<file path="config.mk">
export PLATFORM = sky130hd
export DESIGN_NAME = apb_timer_slave
export DESIGN_NICKNAME = d
export VERILOG_FILES = /design/src/rtl/apb_timer_slave.sv
export SDC_FILE = /design/constraint.sdc
export NUM_CORES = 1
export LEC_CHECK = 0
export CAP_MARGIN = 20
export CORE_MARGIN = 4
export CORE_UTILIZATION = 46
export CTS_CLUSTER_DIAMETER = 40
export DETAILED_ROUTE_END_ITERATION = 16
export PLACE_DENSITY = 0.88
export SYNTH_ARGS = -nofsm -noshare
export SYNTH_HDL_FRONTEND = slang
export SYNTH_SLANG_ARGS = --single-unit
</file>
<file path="constraint.sdc">
create_clock -name HCLK -period 2.8 [get_ports HCLK]
set_input_delay 0.56 -clock HCLK [delete_from_list [all_inputs] [get_ports HCLK]]
set_output_delay 0.56 -clock HCLK [all_outputs]
set_load 0.03 [all_outputs]
</file>
<file path="src/rtl/apb_timer_slave.sv">
// APB slave timer (CTRL/LOAD/COUNT/STATUS, level IRQ). Zero-wait access phase by default;
// APB_TIMER_WAIT_STATE_EN adds one PREADY=0 cycle per transfer, the only backpressure the slave applies.
module apb_timer_slave (
    input  logic        HCLK,
    input  logic        HRESETn,
    input  logic        PSELx,
    input  logic        PENABLE,
    input  logic        PWRITE,
    input  logic [31:0] PADDR,
    input  logic [31:0] PWDATA,
    output logic [31:0] PRDATA,
    output logic        PREADY,
    output logic        PSLVERR,
    output logic        IRQ
);

`ifdef APB_TIMER_WAIT_STATE_EN
    typedef enum logic [1:0] {
        ST_IDLE   = 2'd0,
        ST_SETUP  = 2'd1,
        ST_ACCESS = 2'd2,
        ST_WAIT   = 2'd3
    } state_t;
`else
    typedef enum logic [1:0] {
        ST_IDLE   = 2'd0,
        ST_SETUP  = 2'd1,
        ST_ACCESS = 2'd2
    } state_t;
`endif

    localparam logic [1:0] A_CTRL   = 2'd0;
    localparam logic [1:0] A_LOAD   = 2'd1;
    localparam logic [1:0] A_COUNT  = 2'd2;
    localparam logic [1:0] A_STATUS = 2'd3;

    state_t      r_state;
    state_t      w_state;

    logic        r_en;
    logic        r_auto_reload;
    logic        r_irq_en;
    logic        r_expired;
    logic [31:0] r_load;
    logic [31:0] r_count;

    logic        w_xfer;
    logic        w_addr_err;
    logic        w_wr;
    logic        w_wr_ctrl;
    logic        w_wr_load;
    logic        w_wr_status;
    logic        w_expire;
    logic [1:0]  w_reg_sel;
    logic [31:0] w_rdata;
    logic        w_unused_paddr;

    // r_state holds last cycle's bus phase and w_state decodes this cycle's phase from it,
    // so PREADY can rise in the very first access cycle without waiting on a register.
    always_ff @(posedge HCLK or negedge HRESETn) begin
        if (!HRESETn) begin
            r_state <= ST_IDLE;
        end else begin
            r_state <= w_state;
        end
    end

    always_comb begin
        w_state = ST_IDLE;
        case (r_state)
            ST_IDLE: begin
                if (PSELx && !PENABLE) begin
                    w_state = ST_SETUP;
                end
            end
            ST_SETUP: begin
                if (PSELx) begin
                    if (!PENABLE) begin
                        w_state = ST_SETUP;
                    end else begin
`ifdef APB_TIMER_WAIT_STATE_EN
                        w_state = ST_WAIT;
`else
                        w_state = ST_ACCESS;
`endif
                    end
                end
            end
`ifdef APB_TIMER_WAIT_STATE_EN
            ST_WAIT: begin
                if (PSELx && PENABLE) begin
                    w_state = ST_ACCESS;
                end
            end
`endif
            ST_ACCESS: begin
                if (PSELx && !PENABLE) begin
                    w_state = ST_SETUP;
                end
            end
            default: begin
                w_state = ST_IDLE;
            end
        endcase
    end

    assign w_reg_sel      = PADDR[3:2];
    assign w_unused_paddr = ^PADDR[31:4];
    assign w_addr_err     = |PADDR[1:0];
    assign w_xfer         = (w_state == ST_ACCESS);
    assign w_wr           = w_xfer && PWRITE && !w_addr_err;
    assign w_wr_ctrl      = w_wr && (w_reg_sel == A_CTRL);
    assign w_wr_load      = w_wr && (w_reg_sel == A_LOAD);
    assign w_wr_status    = w_wr && (w_reg_sel == A_STATUS);
    assign w_expire       = r_en && (r_count == 32'd0);

    always_comb begin
        w_rdata = 32'h0;
        case (w_reg_sel)
            A_CTRL:   w_rdata = {29'd0, r_irq_en, r_auto_reload, r_en};
            A_LOAD:   w_rdata = r_load;
            A_COUNT:  w_rdata = r_count;
            A_STATUS: w_rdata = {31'd0, r_expired};
            default:  w_rdata = 32'h0;
        endcase
    end

    assign PREADY  = w_xfer;
    assign PSLVERR = w_xfer && w_addr_err;
    assign PRDATA  = (w_xfer && !w_addr_err) ? w_rdata : 32'h0;
    assign IRQ     = r_expired && r_irq_en;

    // A CTRL write in the expiry cycle takes precedence over the one-shot EN clear.
    always_ff @(posedge HCLK or negedge HRESETn) begin
        if (!HRESETn) begin
            r_en          <= 1'b0;
            r_auto_reload <= 1'b0;
            r_irq_en      <= 1'b0;
        end else if (w_wr_ctrl) begin
            r_en          <= PWDATA[0];
            r_auto_reload <= PWDATA[1];
            r_irq_en      <= PWDATA[2];
        end else if (w_expire && !r_auto_reload) begin
            r_en          <= 1'b0;
        end
    end

    always_ff @(posedge HCLK or negedge HRESETn) begin
        if (!HRESETn) begin
            r_load <= 32'h0;
        end else if (w_wr_load) begin
            r_load <= PWDATA;
        end
    end

    // Software LOAD writes override both the decrement and the auto-reload of the same edge.
    always_ff @(posedge HCLK or negedge HRESETn) begin
        if (!HRESETn) begin
            r_count <= 32'h0;
        end else if (w_wr_load) begin
            r_count <= PWDATA;
        end else if (r_en) begin
            if (r_count != 32'd0) begin
                r_count <= r_count - 32'd1;
            end else if (r_auto_reload) begin
                r_count <= r_load;
            end
        end
    end

    // An expiry beats a same-cycle write-1-to-clear so no event is lost.
    always_ff @(posedge HCLK or negedge HRESETn) begin
        if (!HRESETn) begin
            r_expired <= 1'b0;
        end else if (w_expire) begin
            r_expired <= 1'b1;
        end else if (w_wr_status && PWDATA[0]) begin
            r_expired <= 1'b0;
        end
    end

endmodule

</file>
; ---- Yosys cells after proc, flatten, opt, wreduce, memory -nomap -nowiden
; Index checks and enable logic that the tools add are counted.
[op_classes]
add_sub_neg = 1
eq_ne = 6
mux = 14
n_reduce_logical = 26
[op_table]
columns = cell, n
row1 = $mux W32, 5
row2 = $pmux W32 S4, 1
row3 = $logic_not A32 Y1, 1
row4 = $reduce_bool A32 Y1, 1
row5 = $sub A32 B1 Y32 const B, 1
row6 = $logic_and A1 B1 Y1, 12
row7 = $eq A2 B2 Y1 const B, 4
row8 = $reduce_bool A2 Y1, 3
row9 = $mux W1, 5
row10 = $eq A2 B1 Y1 const B, 2
row11 = $logic_not A2 Y1, 2
row12 = $mux W2, 2
row13 = $pmux W2 S2, 1
row14 = $reduce_or A2 Y1, 2
row15 = $logic_not A1 Y1, 3
row16 = $reduce_bool A3 Y1, 1
row17 = $reduce_and A2 Y1, 1
[word_totals]
ff_bits = 70
input_bits = 69
out_inout_bits = 35
elab_cells = 54

; ---- Logic depth before layout (Yosys ltp)
[logic_depth]
word_depth = 11
mapped_depth = 10
depth_no_buf = 8

; ---- Worst setup path before layout
; No wires, ideal clock.
[synth_path]
kind = reg-to-reg
start = register r_count[0]
end = register r_count[9]
setup_ps = 121
arrival_ps = 2582
t_required_ps = 2679
setup_slack_ps = 97
stages_incl_launch_ff = 11
n_path_buf = 2
synth_period_minus_slack_ps = 2703
cell_sequence = dfrtp_1 -> inv_1 -> ha_1 -> or4b_2 -> or4_1 -> or3_1 -> buf_2 -> buf_2 -> nor2_1 -> a211oi_1 -> o22a_1
[synth_between]
elab_chain_len = 4
elab_cells_between_ends = 7
cone_classes = 1 x add/sub / 3 x mux / 3 x reduce/logical
[synth_lines]
columns = element, line_no
row1 = from (decl), 45  ; logic [31:0] r_count;
row2 = from (signal assigned), 164  ; r_count <= r_count - 32'd1;
row3 = from (signal assigned), 166  ; r_count <= r_load;
row4 = $sub A32 B1 Y32 / $reduce_bool A32 Y1 (equally long branches), "164, 163"
row5 = $mux W32, 163  ; if (r_count != 32'd0) begin
row6 = $mux W32, 162  ; end else if (r_en) begin
row7 = $mux W32, 160  ; end else if (w_wr_load) begin
; Several ways; a longest one is shown, not always the timed one. The select of a mux whose other input is x is not followed.
; A chain may end at the register's enable or synchronous reset.

; ---- Worst setup path in the final report
[layout_path]
start = input PADDR[2]
end = output PRDATA[22]
[layout_between]
elab_chain_len = 3
elab_cells_between_ends = 6
cone_classes = 3 x eq/ne / 2 x mux / 1 x reduce/logical
[layout_lines]
columns = element, line_no
row1 = from (decl), 9  ; input logic [31:0] PADDR,
row2 = $eq A2 B2 Y1 (tied with other cells), 119  ; case (w_reg_sel)
row3 = $pmux W32 S4 *, 119
row4 = $mux W32 *, 130  ; assign PRDATA = (w_xfer && !w_addr_err) ? w_rdata : 32'h0;
row5 = to (decl), 11  ; output logic [31:0] PRDATA,
; Mark *: on every way between the ends. The rest lies on a longest branch, timed or not.

==> metrics list <==
* Routed WL: 14,180 µm
* Cell repeated most along the worst path: sky130_fd_sc_hd__buf_4
* Top achievable clock speed: approximately 370 MHz
- Leaving out fill and tap cells, the most frequent cell in the layout is sky130_fd_sc_hd__nand2_1.
- The number of antenna violations at the first check in global routing came to 0.
- H-tree depth: 3
- Number of distinct standard cells referenced by the synthesized netlist: 61
- Detailed Routing Iterations Pass 1: 5
* Remaining max-slew budget at the tightest pin: 54.48%
- After synthesis, the largest area contributor takes up around two fifths of total cell area.
- Final cell count without fillers: around 790
* Leak pwr: 2.675 nW
- Core footprint: 0.009284 mm²
* Register-to-register setup slack: a little over 0.07 ns
* Post-synth EDFFs: 0
- In this run the worst hold path is classified as input pin to async pin.
- The clock passes through at most 2 buffers.
* Cell taking the most area after synthesis: sky130_fd_sc_hd__dfrtp_1
- Area enclosed by the die boundary: about 0.011 mm²
- The signal on the critical path passes through clkdlybuf4s50_1 -> buf_4 -> nor2b_2 -> buf_4 -> a22oi_1 -> nor2_1 -> buf_4.
* Required time worst endpoint: 2.24 ns
- Arrival @ worst endpoint: 2.17 ns
- The number of slew-limit violations in the final report is 0.
* Cell area power density: 516.9 mW/mm²
* Clk slew on worst S/H paths: 0.08 ns
- Dividing the final minimum period by the clock period gives 97.45%.
- In the post-synthesis netlist, the biggest area contributors are sky130_fd_sc_hd__dfrtp_1, sky130_fd_sc_hd__nand2_1, sky130_fd_sc_hd__nor2_1, sky130_fd_sc_hd__a22oi_1, sky130_fd_sc_hd__clkbuf_1.
- Top_reg_cell synth: sky130_fd_sc_hd__dfrtp_1
* Pin count of the biggest net entering global routing: 41
- In the routed design, unresolved DRC markers number 0.
- Initial cell density of the core: 47.35%
* Die width: 105.8 µm
- Final critical path time including I/O delays and setup: roughly 2.7 ns
* TritonCTS Buffers: 9
* Total via count after detailed routing: approximately 4.8k
* Crit-path max cell delay: 0.52 ns
* Instance count of the mapped netlist: 542
- Relative to the synthesized area, the layout overhead comes to 34.70%.
* Outcome: complete, no violations
- Clock tree from TritonCTS: yes
- Final weighted congestion in routability-driven placement: 0.9255
* Final-layout setup total negative slack: 0 ns
- After global routing the overflow that remains totals 0.
- Number of vias per cell: around 6.1
- Instance count after placement with tap cells included: about 760
* CTS Hold Bufs: 0
- The library cells used most frequently in the layout, excluding fill and tap cells, are sky130_fd_sc_hd__nand2_1, sky130_fd_sc_hd__buf_4, sky130_fd_sc_hd__dfrtp_1.
- In this run the worst path has a maximum fanout of 13.
- The startpoint identified for the worst register-to-register timing path is r_count[15].
* Number of inserted diodes: 0
* Count of endpoints failing hold in the final timing report: 0
* Remaining antenna violation count: 0
- Each instance of the synthesized netlist takes up on average 8.110 µm².
- For this block, the initial DRC count from the detailed router was 451.
- CP startpoint kind: input pin
- Worst reg2reg path depth: 7
- around 100 I/O pins were placed.
* Warning count from the yosys run: 0
* Detailed placer's ending HPWL: slightly above 10,000 µm
- Across the routed clock network, the largest skew measured is 0.01237 ns.
- Insertion delay to the later sink of the worst-skew pair: approximately 0.35 ns
- IR Drop Worst-Case VDD: between 0.3 and 0.4 mV
- Cells with a size suffix above 1 make up 22.34% of the layout.
* Critical-path cell with the highest stage delay: sky130_fd_sc_hd__clkdlybuf4s50_1
- The endpoint identified for the worst register-to-register timing path is r_count[27].
* Count of input and output buffers: 75
- The worst setup path is of the input pin to output pin kind.
* Post-Syn Nets: ~610
- The via count of the first global-routing pass is 4,660.
- Cell row count: 35
* Fraction of the yosys area taken by sequential cells: roughly two fifths
* WL per Instance: 18.02 µm
- Across every metal layer, demand over resource in global routing totals 25.02%.
- Core occupancy in the finished layout: 63.77%
- Synth Register Bits: 70
- In this run the clock root is driven by a sky130_fd_sc_hd__clkbuf_8.
* Least-Margin Pin Slew: 0.6828 ns
- STA classifies the critical path endpoint as an output pin.
* Post-synth design cell area: approximately 0.0044 mm²
* Hold Slack: 0.07921 ns
* Number of clock sinks seen by CTS: 70
- Fin nets: 725
* Die Y: ~110 µm
* Synth async-reset ratio: 100.0%
* Wire length of the first global-routing pass: ~23,000 µm
- Setup violations remaining at the end of the flow were counted as 0.
- The tool flagged a number of max-cap violations equal to 0.
==> Yosys cell counts (all sizes together) (10+ instances only) <==
library cell,n
nand2,109
dfrtp,70
nor2,67
a22oi,32
clkbuf,30
a21oi,18
o21ai,17
a31oi,15
nand3,15
buf,14
o211ai,14
nor3,13
nor4,10
==> flip-flops by register name (all words and copies together), names as in the netlist <==
register / flops
r_auto_reload: 1
r_en: 1
r_irq_en: 1
r_load: 32
r_state: 2
r_expired: 1
r_count: 32
==> routing by layer <==
layer  GRT usage, %  share of wire, %  vias to the layer above
met4          8.511               2.3                        0
met2          41.26                48                      282
met1          33.39                41                     2301
met3          4.164               8.5                       41
met5              0                 0                        -
li1               -                 -                     2168
==> critical path, delay by kind of cell <==
family / cells / cell delay (ns)
compound gates: 1 / 0.14
simple gates: 2 / 0.35
buf+inv: 4 / 1.11
==> power breakdown <==
part           total [W]  switching, W  leakage, nW  internal, W
clock network   0.000814      0.000389        0.102     0.000425
registers        0.00124      0.000111        0.910      0.00113
logic            0.00101      0.000508         1.66     0.000499
total            0.00306       0.00101         2.67      0.00205
==> kinds of logic (layout without fill, tap and decap cells) <==
logic type                 Yosys count  after routing  synth area share [%]
buffers and inverters               53            169                 4.981
and+or+nand+nor                    259            259                 27.70
DFF                                 70             70                 39.85
muxes                               10             10                 2.761
AOI/OAI and AO/OA                  133            133                 21.15
adders and majority gates            2              2                0.5692
xor gates and xnor gates            15             15                 2.989
==> cell type report <==
type                       count  area [µm²]
clock buffer                  10       137.6
clock inverter                 5       50.05
fill                         785        3363
inverter                       9       33.78
multi-input combinational    419        2487
sequential                    70        1754
tap                          129       161.4
timing repair buffer         145        1296
==> through the flow <==
| stage | power (W) | worst slack (ns) | area [µm²] |
|---|---|---|---|
| 6_report | 0.003061 | 0.07153 | 5921 |
| 5_1_grt | 0.003242 | -0.004818 | 5921 |
| 4_1_cts | 0.003017 | 0.005196 | 5779 |
| 3_5_place_dp | 0.002205 | -0.1373 | 5589 |
| 3_3_place_gp | 0.002167 | -0.1325 | 5589 |
| 2_1_floorplan | 0.001792 | 0.09703 | 4395 |
==> how the worst max path moves through the flow <==
stage / start / endpoint / slack [ns] / cells after the start
2_1_floorplan: r_count[0] / r_count[9] / 0.1 / 10
6_report: PADDR[2] / PRDATA[22] / 0.07 / 7
3_3_place_gp: PADDR[2] / PRDATA[0] / -0.13 / 4
4_1_cts: r_count[1] / r_count[26] / 0.005 / 9
5_1_grt: r_count[27] / r_count[22] / -0.005 / 6
3_5_place_dp: PADDR[2] / PRDATA[0] / -0.14 / 4
==> repair_timing <==
action                     CTS  global route
cloned                       0             1
setup endpoints to repair    2            36
gates resized for setup      2            16
pin swaps                    0             1
setup buffers                0             7
Power figures use the tool's default switching activity.
